<file path="src/rtl/inp_camera_roi_pkg.sv">
// Shared defaults and helpers for the camera input stage.
// Polarity bit positions index the {dval_pol, fval_pol, lval_pol} vector.
package inp_camera_pkg;

  localparam int DEF_PIXEL_WIDTH = 8;
  localparam int DEF_NUM_CH      = 2;
  localparam int DEF_X_WIDTH     = 12;
  localparam int DEF_Y_WIDTH     = 12;
  localparam int DEF_FCNT_WIDTH  = 16;

  localparam int POL_LV = 0;
  localparam int POL_FV = 1;
  localparam int POL_DV = 2;

  function automatic int lane_lsb(input int lane, input int pixel_width);
    return lane * pixel_width;
  endfunction

endpackage

</file>
<file path="src/rtl/inp_camera_roi_cam_edge_det.sv">
// Rise/fall pulses of a level signal, compared against its registered previous value.
// Pulses are valid in the same cycle the new level is seen.
module cam_edge_det (
  input  logic clk,
  input  logic rst_n,
  input  logic sig,
  output logic rise,
  output logic fall
);

  logic prev;

  always_ff @(posedge clk or negedge rst_n) begin
    if (!rst_n) prev <= 1'b0;
    else        prev <= sig;
  end

  assign rise = sig & ~prev;
  assign fall = ~sig & prev;

endmodule

</file>
<file path="src/rtl/inp_camera_roi.sv">
// Camera input stage: stage 1 registers and normalises the pins, stage 2 tracks
// coordinates, crops to a frame-latched ROI, counts frames and flags ragged lines.
module inp_camera_roi
  import inp_camera_pkg::*;
#(
  parameter int PIXEL_WIDTH = DEF_PIXEL_WIDTH,
  parameter int NUM_CH      = DEF_NUM_CH,
  parameter int X_WIDTH     = DEF_X_WIDTH,
  parameter int Y_WIDTH     = DEF_Y_WIDTH,
  parameter int FCNT_WIDTH  = DEF_FCNT_WIDTH
) (
  input  logic                          clk,
  input  logic                          rst_n,
  input  logic                          lval_pol,
  input  logic                          fval_pol,
  input  logic                          dval_pol,
  input  logic                          lval,
  input  logic                          fval,
  input  logic                          dval,
  input  logic [NUM_CH*PIXEL_WIDTH-1:0] pix_data,
  input  logic                          roi_en,
  input  logic [X_WIDTH-1:0]            roi_x0,
  input  logic [Y_WIDTH-1:0]            roi_y0,
  input  logic [X_WIDTH-1:0]            roi_w,
  input  logic [Y_WIDTH-1:0]            roi_h,
  input  logic                          err_clr,
  output logic                          vsync,
  output logic                          hsync,
  output logic                          de,
  output logic [NUM_CH*PIXEL_WIDTH-1:0] data,
  output logic [X_WIDTH-1:0]            x,
  output logic [Y_WIDTH-1:0]            y,
  output logic                          sof,
  output logic                          eof,
  output logic [FCNT_WIDTH-1:0]         frame_cnt,
  output logic                          line_err
);

  localparam int DW = NUM_CH * PIXEL_WIDTH;

  logic [2:0] pol;
  assign pol = {dval_pol, fval_pol, lval_pol};

  // stage 1: pin registers (ROI and clear are staged too so they line up with fv/lv)
  logic               fv1, lv1, dv1, err_clr1;
  logic [DW-1:0]      data1;
  logic               roi_en1;
  logic [X_WIDTH-1:0] roi_x01, roi_w1;
  logic [Y_WIDTH-1:0] roi_y01, roi_h1;

  always_ff @(posedge clk or negedge rst_n) begin
    if (!rst_n) begin
      fv1      <= 1'b0;
      lv1      <= 1'b0;
      dv1      <= 1'b0;
      err_clr1 <= 1'b0;
      data1    <= '0;
      roi_en1  <= 1'b0;
      roi_x01  <= '0;
      roi_y01  <= '0;
      roi_w1   <= '0;
      roi_h1   <= '0;
    end else begin
      fv1      <= fval ^ pol[POL_FV];
      lv1      <= lval ^ pol[POL_LV];
      dv1      <= dval ^ pol[POL_DV];
      err_clr1 <= err_clr;
      data1    <= pix_data;
      roi_en1  <= roi_en;
      roi_x01  <= roi_x0;
      roi_y01  <= roi_y0;
      roi_w1   <= roi_w;
      roi_h1   <= roi_h;
    end
  end

  logic fv_rise, fv_fall, lv_rise, lv_fall;

  cam_edge_det u_fv_edge (
    .clk  (clk),
    .rst_n(rst_n),
    .sig  (fv1),
    .rise (fv_rise),
    .fall (fv_fall)
  );

  cam_edge_det u_lv_edge (
    .clk  (clk),
    .rst_n(rst_n),
    .sig  (lv1),
    .rise (lv_rise),
    .fall (lv_fall)
  );

  // stage 2 state
  logic               sh_en;
  logic [X_WIDTH-1:0] sh_x0, sh_w;
  logic [Y_WIDTH-1:0] sh_y0, sh_h;
  logic [X_WIDTH-1:0] x_cnt, ref_len;
  logic [Y_WIDTH-1:0] y_cnt;
  logic               first_done;

  // On the fv rise cycle the freshly staged ROI already applies to that cycle's pixel.
  logic               en_c;
  logic [X_WIDTH-1:0] x0_c, w_c;
  logic [Y_WIDTH-1:0] y0_c, h_c;
  assign en_c = fv_rise ? roi_en1 : sh_en;
  assign x0_c = fv_rise ? roi_x01 : sh_x0;
  assign w_c  = fv_rise ? roi_w1  : sh_w;
  assign y0_c = fv_rise ? roi_y01 : sh_y0;
  assign h_c  = fv_rise ? roi_h1  : sh_h;

  logic [X_WIDTH-1:0] x_cur, x_nxt;
  logic [Y_WIDTH-1:0] y_cur, y_nxt;
  logic               pix, line_close, first_c, err_set;
  logic               x_in, y_in, de_nxt;

  assign x_cur = lv_rise ? '0 : x_cnt;
  assign y_cur = fv_rise ? '0 : y_cnt;
  assign pix   = fv1 & lv1 & dv1;

  // a line only closes inside an established frame
  assign line_close = lv_fall & fv1 & ~fv_rise;
  assign first_c    = fv_rise ? 1'b0 : first_done;
  assign err_set    = line_close & first_c & (x_cur != ref_len);

  assign x_nxt = (pix && !(&x_cur)) ? x_cur + 1'b1 : x_cur;
  assign y_nxt = (line_close && !(&y_cur)) ? y_cur + 1'b1 : y_cur;

  // one extra bit so x0+w cannot wrap back into range
  assign x_in = ({1'b0, x_cur} >= {1'b0, x0_c}) &&
                ({1'b0, x_cur} <  ({1'b0, x0_c} + {1'b0, w_c}));
  assign y_in = ({1'b0, y_cur} >= {1'b0, y0_c}) &&
                ({1'b0, y_cur} <  ({1'b0, y0_c} + {1'b0, h_c}));

  assign de_nxt = pix & (~en_c | (x_in & y_in));

  always_ff @(posedge clk or negedge rst_n) begin
    if (!rst_n) begin
      sh_en      <= 1'b0;
      sh_x0      <= '0;
      sh_w       <= '0;
      sh_y0      <= '0;
      sh_h       <= '0;
      x_cnt      <= '0;
      y_cnt      <= '0;
      ref_len    <= '0;
      first_done <= 1'b0;
      vsync      <= 1'b0;
      hsync      <= 1'b0;
      de         <= 1'b0;
      data       <= '0;
      x          <= '0;
      y          <= '0;
      sof        <= 1'b0;
      eof        <= 1'b0;
      frame_cnt  <= '0;
      line_err   <= 1'b0;
    end else begin
      sh_en      <= en_c;
      sh_x0      <= x0_c;
      sh_w       <= w_c;
      sh_y0      <= y0_c;
      sh_h       <= h_c;
      x_cnt      <= x_nxt;
      y_cnt      <= y_nxt;
      first_done <= first_c;
      if (line_close && !first_c) begin
        ref_len    <= x_cur;
        first_done <= 1'b1;
      end
      if (err_set)       line_err <= 1'b1;
      else if (err_clr1) line_err <= 1'b0;
      vsync <= fv1;
      hsync <= lv1;
      sof   <= fv_rise;
      eof   <= fv_fall;
      de    <= de_nxt;
      if (fv_fall) frame_cnt <= frame_cnt + 1'b1;
      if (de_nxt) begin
        x <= en_c ? x_cur - x0_c : x_cur;
        y <= en_c ? y_cur - y0_c : y_cur;
        for (int k = 0; k < NUM_CH; k++)
          data[lane_lsb(k, PIXEL_WIDTH) +: PIXEL_WIDTH] <= data1[lane_lsb(k, PIXEL_WIDTH) +: PIXEL_WIDTH];
      end
    end
  end

endmodule

</file>
<file path="config.mk">
export PLATFORM = sky130hd
export DESIGN_NAME = inp_camera_roi
export DESIGN_NICKNAME = d
export VERILOG_FILES = /design/src/rtl/inp_camera_roi_pkg.sv /design/src/rtl/inp_camera_roi_cam_edge_det.sv /design/src/rtl/inp_camera_roi.sv
export SDC_FILE = /design/constraint.sdc
export NUM_CORES = 1
export LEC_CHECK = 0
export BUFFER_PORTS_ARGS = -buffer_cell sky130_fd_sc_hd__buf_2
export CORE_MARGIN = 1
export CORE_UTILIZATION = 50
export DETAILED_ROUTE_END_ITERATION = 6
export GPL_TIMING_DRIVEN = 0
export HOLD_SLACK_MARGIN = 0.06
export MAX_ROUTING_LAYER = met4
export PLACE_DENSITY_LB_ADDON = 0.1
export SYNTH_ARGS = -nofsm -noshare
export SYNTH_HDL_FRONTEND = slang
export SYNTH_SLANG_ARGS = --single-unit
export TNS_END_PERCENT = 5
</file>
<file path="constraint.sdc">
create_clock -name clk -period 14 [get_ports clk]
set_clock_uncertainty 0.05 [all_clocks]
set_input_delay 0.7 -clock clk [delete_from_list [all_inputs] [get_ports clk]]
set_output_delay 0.7 -clock clk [all_outputs]
set_load 0.03 [all_outputs]
</file>
==> results.cfg, run 1 <==
[finish]
insertedDiodeCount = 0
drive_gt1_frac = 0.2050
regArea_um2 = 5430
final_area_um2 = 12930
reg_top3 = data1 x16, data x16, frame_cnt x16
final_common_cell = dfrtp_1
multi_input_comb_area_um2 = 5202
most-common-layout-cells = dfrtp_1 (217), nand2_1 (190), buf_2 (134)
num-fill-cells = 1887
nets = 1338
syn_to_final_growth_pct = 17.02

[worst_hold_path]
hp-class = in -> reg
worstHoldPathCells = 1

[detailed_routing]
drtIter0Drc = 424
wirelength_um = 25650
vias_per_cell = 5.266
drt_pass1_iterations = 7
post_drt_wl_per_cell_um = 17.21
drc = 0
drtAntennaViolNets = 0
vias = 7847

[place]
gp_congestion = 0.8995
dpl.hpwl_um = 19220
place_area_um2 = 12140
numPortBuffers = 135

[job]
max_cap_viol_count = 0

[clock_network]
clk_pin_slew_ns = 0.06
cts_resized = 0
clock_path_buffers = 3
cts_buffers = 25
cts_tree = done
ctsRootBufferMaster = clkbuf_16
cts_hold_repair.buffers = 1
postCtsSetupBuffers = 0
clock_sinks = 217
h-tree-depth = 1
clk_latency_ns = 0.52

[setup_path]
worstSetupStartpointType = register
critPathMaxFanout = 10
crit_slowest_cell = clkbuf_1
ff2ff_setup_slack_ns = 6.38
endpoint = data[15]$_DFFE_PN0P_
end_kind = register
max_stage_delay_ns = 0.78
critical_path_class = reg -> reg
worstSetupStartpoint = u_fv_edge.prev$_DFF_PN0_
r2r-end = data[15]$_DFFE_PN0P_
arrival_ns = 7.95
reg2reg_depth = 28
critPathRequiredTime_ns = 14.34
reg2reg_from = u_fv_edge.prev$_DFF_PN0_

[timing]
rsz0062_at_grt = no
setup_violations = 0
hold_violations = 0
slew_viol_final = 0
fin_tns_setup_ns = 0
slew_headroom = 0.2474
min_period_ns = 7.617
tightest_slew_ns = 1.098
fmax_mhz = 131.3
finalCritPeriodShare = 0.5441

[floorplan]
die_h_um = 150.6
num_rows = 54
dieArea_um2 = 22690
fp.dieW_um = 150.6
coreArea_um2 = 21760
ios = 136
start_util = 0.5078

[synthesis]
yosys_most_used_dff = dfrtp_1
netlist_instances = 1028
synth_edf_count = 0
synth_warnings = 0
synth.distinct_cells = 78
ys_seq_area_frac = 0.4916
syn-cell-area_um2 = 11050
syn_avg_cell_area_um2 = 10.75
async_reset_ff_frac = 1.000
synth_seq_cells = 217
syn_nets = 1173

[grt]
antenna_found_initial = 0
grt_max_degree = 95
gr-usage-all-layers = 0.2389
grt_pass1_wl_um = 40390
grt-ovfl-total = 0
grt_pass1_vias = 7402

[pwr]
power_leakage_nw = 6.609
vdd_drop_max_uv = 105.4
p_per_area_nw_per_um2 = 169.9

[status]
status = complete, no violations
[cell type report]
type | instances | share of cell area
inverter | 62 | 0.01829
timing repair buffer | 138 | 0.05807
clock buffer | 32 | 0.05275
multi-input combinational | 719 | 0.4024
tap | 280 | 0.02710
clock inverter | 12 | 0.007549
buffer | 30 | 0.01374
sequential | 217 | 0.4201
[critical path: cells and delay by family (launching register included)]
kind / cells / cell delay [ns]
buf+inv: 8 / 2.61
compound gates: 6 / 1.54
simple gates: 9 / 1.35
fa+ha+maj: 3 / 0.85
flops: 1 / 0.59
mux: 1 / 0.32
xor+xnor: 1 / 0.14
[cells by family after synthesis]
group	share of synthesized area
multiplexers	0.07396
AO/OA/AOI/OAI	0.09118
buffers and inverters	0.03749
XOR/XNOR	0.08008
adder cells (fa/ha/maj)	0.08778
AND/OR/NAND/NOR	0.1380
flip-flops	0.4916
[metrics by stage]
| stage | setup WS (ns) | instances | total power (W) | utilization | hold WS [ns] |
|---|---|---|---|---|---|
| after floorplan | 7.946 | 1028 | 0.001370 | - | 0.3306 |
| after global placement | 6.374 | 1443 | 0.001567 | 0.5549 | 0.3746 |
| after detailed placement | 6.416 | 1445 | 0.001587 | 0.5579 | 0.3875 |
| after CTS | 6.325 | 1490 | 0.002218 | 0.5942 | 0.2149 |
| after global routing | 5.955 | 1490 | 0.002333 | 0.5942 | 0.2107 |
| final | 6.383 | 1490 | 0.002196 | 0.5942 | 0.2367 |
[synthesized netlist by cell type (all sizes together), types with 5 or more instances]
cell | n | area (um2)
nand2 | 191 | 719.4
a21o | 9 | 67.56
maj3 | 5 | 51.30
and2 | 5 | 31.28
a31oi | 5 | 31.28
buf | 8 | 95.09
mux2i | 17 | 186.4
o22ai | 7 | 43.79
nor3 | 17 | 95.09
ha | 67 | 838.3
nand3 | 16 | 80.08
dfrtp | 217 | 5430
a211oi | 8 | 65.06
o21ai | 43 | 215.2
o21a | 6 | 45.04
mux2 | 43 | 630.6
a211o | 5 | 43.79
a21oi | 26 | 133.9
clkbuf | 22 | 82.58
nand2b | 8 | 50.05
and3 | 10 | 62.56
o31ai | 6 | 45.04
nand4 | 12 | 75.07
xnor2 | 61 | 534.3
nor2b | 8 | 50.05
inv | 61 | 231.5
nor2 | 43 | 163.9
xor2 | 40 | 350.3
[worst min path at each step]
stage | startpoint | to
floorplan | lv1$_DFF_PN0_ | u_lv_edge.prev$_DFF_PN0_
global placement | err_clr1$_DFF_PN0_ | line_err$_DFFE_PN0P_
detailed placement | err_clr1$_DFF_PN0_ | line_err$_DFFE_PN0P_
CTS | roi_h[1] | roi_h1[1]$_DFF_PN0_
global route | roi_y0[0] | roi_y01[0]$_DFF_PN0_
finish | roi_h[9] | roi_h1[9]$_DFF_PN0_
[report_power, final]
group | internal, W | switching (W) | total, W
sequential | 0.000735 | 0.0000633 | 0.000799
combinational | 0.000316 | 0.000462 | 0.000778
clock | 0.000362 | 0.000257 | 0.000620
[routing by layer]
metal  global-route usage  vias to the layer above  routed length [um]
met5                    -                        -                   0
met4              0.04850                        0                 406
met3              0.03424                       30                1433
met2               0.3371                      216               10750
met1               0.3632                     3745               13060
li1                     -                     3856                   -
(Power assumes the default switching activity.)
==> inputs of run 2 (changes only) <==
==> constraint.sdc (replaced) <==
create_clock -name clk -period 7.7 [get_ports clk]
set_clock_uncertainty 0.05 [all_clocks]
set_input_delay 0.385 -clock clk [delete_from_list [all_inputs] [get_ports clk]]
set_output_delay 0.385 -clock clk [all_outputs]
set_load 0.03 [all_outputs]
==> run 2 against run 1 <==
- register-to-register slack worse by 5.8 ns
- largest cell class unchanged
- critical path type unchanged
- utilization is 3.3 points higher
- critical endpoint unchanged
- combinational power is 86% higher
- clock-buffer cell count stayed put
- sequential power is 83% higher
- die area stayed put
- final area is 5.6% higher
- power is 84% higher
- maximum frequency is 6.3% higher
- sequential share of layout area is 2.2 points lower
==> results.cfg, run 2 (same netlist as run 1, synthesis figures left out) <==
[status]
status = complete, no violations

[finish]
final_area_um2 = 13650
reg_top3 = data1 x16, data x16, frame_cnt x16
num-fill-cells = 1798
nets = 1410
final_common_cell = dfrtp_1
insertedDiodeCount = 0
utilization = 0.6274
syn_to_final_growth_pct = 23.57
most-common-layout-cells = dfrtp_1 (217), nand2_1 (190), buf_2 (134)
drive_gt1_frac = 0.1950

[pwr]
combPwrFrac = 0.359
p_sw_frac = 0.3569
pwr-share-seq = 0.361
p_per_area_nw_per_um2 = 295.7
internal_power_w = 0.002596
pwr-share-clk = 0.280
power_leakage_nw = 6.915
p_switching_w = 0.001441
vdd_drop_max_uv = 192.7

[timing]
tightest_slew_ns = 1.137
fmax_mhz = 139.6
slew_headroom = 0.2202
slew_viol_final = 0
finalCritPeriodShare = 0.9303
min_period_ns = 7.163
hold_violations = 0
fin_tns_setup_ns = 0
setup_violations = 0
rsz0062_at_grt = no

[floorplan]
dieArea_um2 = 22690
die_h_um = 150.6
fp.dieW_um = 150.6
ios = 136
num_rows = 54
start_util = 0.5078
coreArea_um2 = 21760

[detailed_routing]
wirelength_um = 26780
drc = 0
drtIter0Drc = 443
post_drt_wl_per_cell_um = 17.14
vias_per_cell = 5.195
drtAntennaViolNets = 0
vias = 8115
drt_pass1_iterations = 5

[setup_path]
crit_slowest_cell = dfrtp_1
critPathRequiredTime_ns = 8.04
cp.buffers_inverters = 8
critical_path_class = reg -> reg
cp_top_family = buffers and inverters
reg2reg_from = u_fv_edge.prev$_DFF_PN0_
end_kind = register
worstSetupStartpoint = u_fv_edge.prev$_DFF_PN0_
max_stage_delay_ns = 0.61
worstSetupStartpointType = register
critPathMaxFanout = 10
ff2ff_setup_slack_ns = 0.54
arrival_ns = 7.50

[clock_network]
h-tree-depth = 1
clock_sinks = 217
postCtsSetupBuffers = 0
clock_path_buffers = 3
clk_pin_slew_ns = 0.06
clk_latency_ns = 0.52
cts_tree = done
cts_buffers = 25
ctsRootBufferMaster = clkbuf_16

[grt]
gr-usage-all-layers = 0.2487
antenna_found_initial = 0
grt_pass1_wl_um = 42100
grt-ovfl-total = 0
grt_pass1_vias = 7784
grt_max_degree = 95

[place]
numPortBuffers = 135
dpl.hpwl_um = 19220
place_area_um2 = 12140
gp_congestion = 0.8995

[worst_hold_path]
hp-class = in -> async

[job]
max_cap_viol_count = 0
==> run 2: cell types whose count changed in the layout (fill, tap and decap cells not counted), sizes merged <==
cell         change
dlygate4sd3     +72
==> run 2: power groups by stage <==
stage | logic [W] | clock network (W) | registers, W
2_1_floorplan | 0.000826 | 0 | 0.00167
3_3_place_gp | 0.00138 | 0 | 0.00146
3_5_place_dp | 0.00141 | 0 | 0.00147
4_1_cts | 0.00145 | 0.00116 | 0.00145
5_1_grt | 0.00160 | 0.00121 | 0.00148
6_report | 0.00145 | 0.00113 | 0.00146
==> run 2: worst paths after layout <==
kind / to / cells after the start
worst min-delay path: data[6]$_DFFE_PN0P_ / 2
worst max register to register: data[15]$_DFFE_PN0P_ / 28
max in group asynchronous: frame_cnt[6]$_DFFE_PN0P_ / 3
min in group clk: line_err$_DFFE_PN0P_ / 1
worst min register to register: line_err$_DFFE_PN0P_ / 1
worst max-delay path: data[15]$_DFFE_PN0P_ / 28
==> run 2: final cells by class <==
cell class | count | area [um2] | area share
plain buffers | 30 | 180.2 | 0.01320
clock buffers | 32 | 681.9 | 0.04995
clock inverters | 12 | 97.59 | 0.007149
inverters | 62 | 236.5 | 0.01732
multi-input cells | 719 | 5202 | 0.3811
flip-flops and latches | 217 | 5430 | 0.3978
well taps | 280 | 350.3 | 0.02566
repair buffers | 210 | 1471 | 0.1078
==> run 2: what timing repair did <==
item / 4_1_cts / 5_1_grt
hold buffers: 73 / 0
setup endpoints to repair: 0 / 41
endpoints found under the hold margin: 121 / 0
resized for setup: 0 / 5
==> run 2: routing by layer <==
| layer | track usage | part of all wire | up-vias |
|---|---|---|---|
| met5 | - | 0 | - |
| met4 | 0.05000 | 0.016 | 0 |
| met3 | 0.03152 | 0.054 | 34 |
| met2 | 0.3631 | 0.43 | 224 |
| met1 | 0.3704 | 0.50 | 3855 |
| li1 | - | - | 4002 |
==> run 2: through the flow <==
stage | total power, W | std cells | hold slack (ns) | worst slack (ns)
final | 0.004036 | 1562 | 0.3413 | 0.5365
after global routing | 0.004285 | 1562 | 0.3797 | 0.02863
after CTS | 0.004062 | 1562 | 0.3418 | 0.02484
after detailed placement | 0.002885 | 1445 | 0.2810 | 0.1160
after global placement | 0.002850 | 1443 | 0.3746 | 0.07446
after floorplan | 0.002491 | 1028 | 0.03941 | 1.646
==> inputs of run 3 (changes only) <==
==> constraint.sdc (replaced) <==
create_clock -name clk -period 6.36 [get_ports clk]
set_clock_uncertainty 0.05 [all_clocks]
set_input_delay 0.318 -clock clk [delete_from_list [all_inputs] [get_ports clk]]
set_output_delay 0.318 -clock clk [all_outputs]
set_load 0.03 [all_outputs]
==> run 3 against run 2 <==
- hold slack got worse by 0.066 ns
- non-clock buffer count rose by 1
- final area rose by 0.45%
- first-iteration DRC count rose by 4.5%
- sequential share of layout area fell by 0.16 points
- die area did not move
- clock power rose by 21%
- routed wire length fell by 0.38%
- utilization rose by 0.28 points
- largest power group is now combinational cells
- register-to-register slack got worse by 0.29 ns
- sequential power rose by 21%
- largest cell class unchanged
==> results.cfg, run 3 (same netlist as run 1, synthesis figures left out) <==
[status]
status = complete, no violations

[clock_network]
clock_sinks = 217
cts_buffers = 25
clk_pin_slew_ns = 0.06
clk_latency_ns = 0.52
cts_tree = done
clock_path_buffers = 3
ctsRootBufferMaster = clkbuf_16
h-tree-depth = 1

[setup_path]
worstSetupStartpointType = register
arrival_ns = 6.46
cp.buffers_inverters = 8
end_kind = register
crit_slowest_cell = clkbuf_1
cp_top_family = buffers and inverters
cp_common_cell = nand2_1
critical_path_class = reg -> reg
critPathRequiredTime_ns = 6.70
max_stage_delay_ns = 0.49
critPathMaxFanout = 10

[place]
gp_congestion = 0.8995
numPortBuffers = 135
dpl.hpwl_um = 19220
place_ws_ns = -1.224

[worst_hold_path]
hp-class = in -> async

[timing]
slew_headroom = 0.2299
hold_violations = 0
min_period_ns = 6.118
finalWorstSetupSlack_ns = 0.2418
finalCritPeriodShare = 0.9620
setup_violations = 0
tightest_slew_ns = 1.123
slew_viol_final = 0
fmax_mhz = 163.4

[detailed_routing]
drc = 0
drt_pass1_iterations = 6
drtAntennaViolNets = 0
wirelength_um = 26670
post_drt_wl_per_cell_um = 17.07
drtIter0Drc = 463
vias_per_cell = 5.200
vias = 8128

[finish]
drive_gt1_frac = 0.2003
nets = 1411
insertedDiodeCount = 0
most-common-layout-cells = dfrtp_1 (215), nand2_1 (190), buf_2 (134)
syn_to_final_growth_pct = 24.13
final_common_cell = dfrtp_1
reg_top3 = data1 x16, data x16, frame_cnt x16
utilization = 0.6303

[job]
max_cap_viol_count = 0

[grt]
antenna_found_initial = 0
grt-ovfl-total = 0
gr-usage-all-layers = 0.2481
grt_pass1_vias = 7777
grt_pass1_wl_um = 42020
grt_max_degree = 95

[pwr]
p_per_area_nw_per_um2 = 357.4
power_leakage_nw = 6.934
vdd_drop_max_uv = 233.6

[floorplan]
ios = 136
die_h_um = 150.6
coreArea_um2 = 21760
num_rows = 54
start_util = 0.5078
dieArea_um2 = 22690
fp.dieW_um = 150.6
[run 3: timing repair]
action	CTS	global route
setup endpoints to repair	41	41
hold endpoints to repair	121	0
setup buffers	0	2
gates resized for setup	8	6
hold buffers	73	0
pin swaps	0	1
[run 3: path summary, 6_finish.rpt]
kind,startpoint,endpoint,slack [ns],cells past startpoint
min in group clk,roi_y0[4],roi_y01[4]$_DFF_PN0_,0.39,2
max reg2reg,u_fv_edge.prev$_DFF_PN0_,data[15]$_DFFE_PN0P_,0.24,28
min,rst_n,data[6]$_DFFE_PN0P_,0.28,2
min reg2reg,err_clr1$_DFF_PN0_,line_err$_DFFE_PN0P_,0.39,1
max,u_fv_edge.prev$_DFF_PN0_,data[15]$_DFFE_PN0P_,0.24,28
max in group asynchronous,rst_n,u_fv_edge.prev$_DFF_PN0_,5.16,3
[run 3: layer usage]
metal,vias to the layer above,share of wire,GRT usage
li1,4014,-,-
met1,3862,0.50,0.3700
met2,218,0.43,0.3620
met3,34,0.053,0.03121
met4,0,0.017,0.04950
met5,-,0,-
[run 3: area by class of cell]
cell class	instances	area, um2
Multi-Input combinational cell	719	5220
Fill cell	1794	8044
Timing Repair Buffer	212	1499
Inverter	62	236.5
Buffer	29	193.9
Sequential cell	217	5433
Clock inverter	12	97.59
Clock buffer	32	681.9
Tap cell	280	350.3
[run 3: power by group]
group / internal (W) / switching (W)
Sequential: 0.00162 / 0.000144
Clock: 0.000798 / 0.000571
Combinational: 0.000734 / 0.00103
Total: 0.00315 / 0.00175
[run 3: stage by stage]
| step | hold slack (ns) | setup TNS (ns) | cell area (um2) | cells | power [W] |
|---|---|---|---|---|---|
| 6_report | 0.2753 | 0 | 13710 | 1563 | 0.004901 |
| 3_3_place_gp | 0.3746 | -50.00 | 12070 | 1443 | 0.003450 |
| 2_1_floorplan | -0.02759 | 0 | 11050 | 1028 | 0.003016 |
| 5_1_grt | 0.3127 | -0.01278 | 13710 | 1563 | 0.005197 |
| 4_1_cts | 0.2748 | 0 | 13660 | 1561 | 0.004920 |
| 3_5_place_dp | 0.2140 | -48.18 | 12140 | 1445 | 0.003493 |
